===== src/rtl/oam_dma_ctrl.sv =====
// Sprite-DMA sequencer: on a CPU write to TRIG_ADDR it stalls the CPU, owns the bus,
// and copies one 256-byte CPU page into SPRAM through repeated writes to OAM_DATA_ADDR.
module oam_dma_ctrl #(
    parameter logic [15:0] TRIG_ADDR     = 16'h4014,
    parameter logic [15:0] OAM_DATA_ADDR = 16'h2004
) (
    input  logic        clk,
    input  logic        rst,
    input  logic [15:0] cpu_addr,
    input  logic [7:0]  cpu_data_in,
    input  logic        cpu_write_en,
    input  logic [7:0]  dma_rdata,
    output logic        cpu_stall,
    output logic        bus_grant,
    output logic [15:0] dma_addr,
    output logic [7:0]  dma_wdata,
    output logic        dma_read_en,
    output logic        dma_write_en,
    output logic        dma_done
);

    typedef enum logic [2:0] {
        ST_IDLE,
        ST_HALT,
        ST_ALIGN,
        ST_READ,
        ST_WRITE
    } state_t;

    state_t      state;
    state_t      state_nxt;
    logic [7:0]  page;
    logic [7:0]  idx;
    logic [7:0]  data_reg;
    logic        parity;
    logic        trigger;
    logic        last_byte;

    assign trigger   = cpu_write_en && (cpu_addr == TRIG_ADDR);
    assign last_byte = (idx == 8'hFF);

    // NOTE: sequential state uses non-blocking assignments so every register samples
    // pre-edge values; blocking here would create order-dependent simulation results.
    always_ff @(posedge clk or posedge rst) begin
        if (rst) begin
            state <= ST_IDLE;
        end else begin
            state <= state_nxt;
        end
    end

    // Datapath registers; parity runs freely so the start of each transfer can be
    // aligned to the bus's two-cycle rhythm.
    always_ff @(posedge clk or posedge rst) begin
        if (rst) begin
            page     <= 8'h00;
            idx      <= 8'h00;
            data_reg <= 8'h00;
            parity   <= 1'b0;
        end else begin
            parity <= ~parity;
            if (state == ST_IDLE && trigger) begin
                page <= cpu_data_in;
                idx  <= 8'h00;
            end
            if (state == ST_READ) begin
                data_reg <= dma_rdata;
            end
            if (state == ST_WRITE && !last_byte) begin
                idx <= idx + 8'd1;
            end
        end
    end

    // NOTE: every combinational output gets a default before the case so no path
    // leaves a signal unassigned, which would otherwise infer a latch.
    always_comb begin
        state_nxt = state;
        unique case (state)
            ST_IDLE:  if (trigger) state_nxt = ST_HALT;
            ST_HALT:  state_nxt = parity ? ST_ALIGN : ST_READ;
            ST_ALIGN: state_nxt = ST_READ;
            ST_READ:  state_nxt = ST_WRITE;
            ST_WRITE: state_nxt = last_byte ? ST_IDLE : ST_READ;
            default:  state_nxt = ST_IDLE;
        endcase
    end

    // Outputs decode from state only, so an async reset releases the bus at once.
    always_comb begin
        cpu_stall    = (state != ST_IDLE);
        bus_grant    = (state != ST_IDLE);
        dma_addr     = 16'h0000;
        dma_wdata    = 8'h00;
        dma_read_en  = 1'b0;
        dma_write_en = 1'b0;
        dma_done     = 1'b0;
        unique case (state)
            ST_READ: begin
                dma_addr    = {page, idx};
                dma_read_en = 1'b1;
            end
            ST_WRITE: begin
                dma_addr     = OAM_DATA_ADDR;
                dma_wdata    = data_reg;
                dma_write_en = 1'b1;
                dma_done     = last_byte;
            end
            default: ;
        endcase
    end

endmodule


===== config.mk =====
export PLATFORM = sky130hd
export DESIGN_NAME = oam_dma_ctrl
export DESIGN_NICKNAME = d
export VERILOG_FILES = /design/src/rtl/oam_dma_ctrl.sv
export SDC_FILE = /design/constraint.sdc
export NUM_CORES = 1
export LEC_CHECK = 0
export ABC_AREA = 0
export BUFFER_PORTS_ARGS = -buffer_cell sky130_fd_sc_hd__buf_2
export CORE_AREA = 2 2 58 60
export CTS_CLUSTER_DIAMETER = 60
export DETAILED_ROUTE_END_ITERATION = 10
export DIE_AREA = 0 0 60 62
export PLACE_DENSITY = 0.8
export SLEW_MARGIN = 40
export SYNTH_ARGS = -nofsm -noshare
export SYNTH_HDL_FRONTEND = slang
export SYNTH_SLANG_ARGS = --single-unit

===== constraint.sdc =====
create_clock -name clk -period 4.4 [get_ports clk]
set_input_delay 0.44 -clock clk [delete_from_list [all_inputs] [get_ports clk]]
set_output_delay 0.44 -clock clk [all_outputs]
set_load 0.005 [all_outputs]

==> results.json <==
{
  "nNetsFinal": 241,
  "layout_common_cells": "buf_2, dfrtp_1, and2_1",
  "yosys.cell_types.count": 32,
  "core_area_mm2": 0.00318,
  "initial_core_util_pct": 46.3,
  "worstPathArrival_ps": 1930,
  "hold_ws_ps": 147,
  "min_period_over_period_pct": 53.9,
  "r2r_start": "state[1]",
  "vias_per_cell": 5.08,
  "rsz0062_at_grt": "false",
  "status": "finished, final reports clean",
  "powerDensity_mw_per_mm2": 515,
  "die_height_um": 62,
  "drtPass1Iterations": 4,
  "power_leakage_nw": 0.966,
  "vias": 1270,
  "rr_worst_depth": 5,
  "tritoncts": "done",
  "setup_violations": 0,
  "grt_max_degree": 29,
  "holdCritPathClass": "input port to asynchronous set/reset pin",
  "finalWorstSetupSlack_ps": 2030,
  "p_int_uw": 621,
  "synth.ff_latch_count": 28,
  "synthArstFlopShare_pct": 100,
  "die_w_um": 60,
  "utilization_pct": 58.4,
  "sw_frac_of_total_pct": 35.1,
  "grt-ovfl-total": 0,
  "synth_enable_flop_cells": 0,
  "finalHoldViolCount": 0,
  "r2r_slack_ps": 2350,
  "yosys_warnings": 0,
  "seq_power_share_pct": 42.4,
  "period_minus_slack_ps": 2370,
  "final_common_cell": "buf_2",
  "endpoint_kind": "output pin",
  "postRouteAntennaNets": 0,
  "skew_ps": 5.77,
  "peakVddDrop_mv": 0.175,
  "layout-drive-gt1-share_pct": 43.1,
  "wirelength_um": 2910,
  "cp.required_ps": 3960,
  "synth-seq-area-share_pct": 47.6,
  "cts_buffer_depth": 2,
  "syn-num-nets": 179,
  "grt_antenna_before_repair": 0,
  "avgSynthCellArea_um2": 10.3,
  "gp_congestion": 0.789,
  "die_area_mm2": 0.00372,
  "cts_buffers": 3,
  "reg2reg_to": "idx[0]",
  "critPathKind": "flop to output pin",
  "comb_power_share_pct": 40.4,
  "cts_num_sinks": 28,
  "p_switching_uw": 336,
  "ys.flop_type": "dfrtp_1",
  "dp_slack_ps": 2340,
  "insertion_delay_ps": 320,
  "clkPwrFrac_pct": 17.2,
  "drv_slew": 0,
  "track_usage_pct": 16.1,
  "drc": 0,
  "wl_per_cell_um": 11.6,
  "syn_area_mm2": 0.00147,
  "fin_tns_setup_ps": 0,
  "port_buffers": 63,
  "cp-start-kind": "flop",
  "post_cts_buffers": 0,
  "io_pins": 64,
  "max_slew.worst_pin.slew_ps": 631,
  "drtIter0Drc": 27,
  "fmax_mhz": 421,
  "relSlewSlack_pct": 57.7,
  "path_max_fanout": 13,
  "cap_viol_max_count": 0,
  "ctsResizeCount": 0,
  "h-tree-depth": 1,
  "cts_hold_buf": 0,
  "grt_pass1_vias": 1074,
  "diodes": 0,
  "syn_to_final_growth_pct": 26.3,
  "dpl.hpwl_um": 2210,
  "clk_pin_slew_ps": 150,
  "grt_pass1_wl_um": 4530,
  "synth_cells": 143,
  "fp-row-count": 21,
  "clockRootBuffer": "clkbuf_4"
}
==> worst max path at each step <==
| stage | startpoint | end | depth (start not counted) |
|---|---|---|---|
| floorplan | cpu_addr[10] | page[0] | 5 |
| global placement | state[1] | idx[0] | 5 |
| detailed placement | state[1] | idx[3] | 5 |
| CTS | state[1] | dma_wdata[7] | 4 |
| global route | state[2] | dma_wdata[5] | 4 |
| finish | state[1] | dma_wdata[7] | 4 |
==> cell usage after synthesis (2+ instances only) <==
| cell | instances | share of area (%) |
|---|---|---|
| clkbuf_1 | 3 | 0.77 |
| nor2_1 | 5 | 1.3 |
| and2_1 | 22 | 9.4 |
| o21a_1 | 2 | 1.0 |
| dfrtp_1 | 28 | 48 |
| nand3_1 | 5 | 1.7 |
| or3_1 | 3 | 1.3 |
| nor4_1 | 3 | 1.3 |
| nand4_1 | 2 | 0.85 |
| mux2_2 | 16 | 12 |
| inv_1 | 6 | 1.5 |
| o211ai_1 | 4 | 2.0 |
| nand2_1 | 13 | 3.3 |
| o21ai_0 | 9 | 3.1 |
| nor3_1 | 3 | 1.0 |
| buf_6 | 2 | 1.5 |
| nor3b_1 | 2 | 1.0 |
==> worst max-delay path: stages, from the launching register on <==
cell and delay (ps):
dfrtp_1 450, or3b_1 580, inv_1 310, and2_1 170, buf_2 110
==> cells by family (layout without fill, tap and decap cells) <==
| family | Yosys count | after routing | share of synthesized area (%) |
|---|---|---|---|
| AO/OA/AOI/OAI | 19 | 19 | 7.74 |
| XOR/XNOR | 1 | 1 | 0.595 |
| adder cells (fa/ha/maj) | 1 | 1 | 0.850 |
| buffers and inverters | 13 | 74 | 4.68 |
| flip-flops | 28 | 28 | 47.6 |
| multiplexers | 16 | 16 | 12.2 |
| AND/OR/NAND/NOR | 65 | 65 | 26.3 |
==> power by group through the flow <==
stage / clock network [mW] / registers [mW] / logic (mW)
floorplan: 0 / 0.392 / 0.285
global placement: 0 / 0.406 / 0.385
detailed placement: 0 / 0.411 / 0.394
CTS: 0.171 / 0.405 / 0.394
global route: 0.180 / 0.419 / 0.445
finish: 0.165 / 0.406 / 0.386
==> through the flow <==
stage / power (mW) / cells / instance area (um2)
2_1_floorplan: 0.677 / 143 / 1470
3_3_place_gp: 0.791 / 246 / 1810
3_5_place_dp: 0.805 / 246 / 1810
4_1_cts: 0.971 / 250 / 1860
5_1_grt: 1.04 / 250 / 1860
6_report: 0.957 / 250 / 1860
==> layout make-up <==
| class | count | area, um2 |
|---|---|---|
| fillers | 297 | 1320 |
| well taps | 46 | 57.6 |
| clock buffers | 3 | 22.5 |
| multi-input cells | 102 | 702 |
| repair buffers | 64 | 323 |
| flip-flops and latches | 28 | 701 |
| clock inverters | 1 | 30.0 |
| inverters | 6 | 22.5 |
==> routing by layer <==
metal / share of wire [%] / GRT usage [%] / up-vias
li1: - / - / 620
met1: 43 / 20.5 / 610
met2: 52 / 28.4 / 38
met3: 4.9 / 1.86 / 2
met4: 0.65 / 6.03 / 0
met5: 0 / 0 / -
No activity file was read; power rests on OpenSTA's default activity.
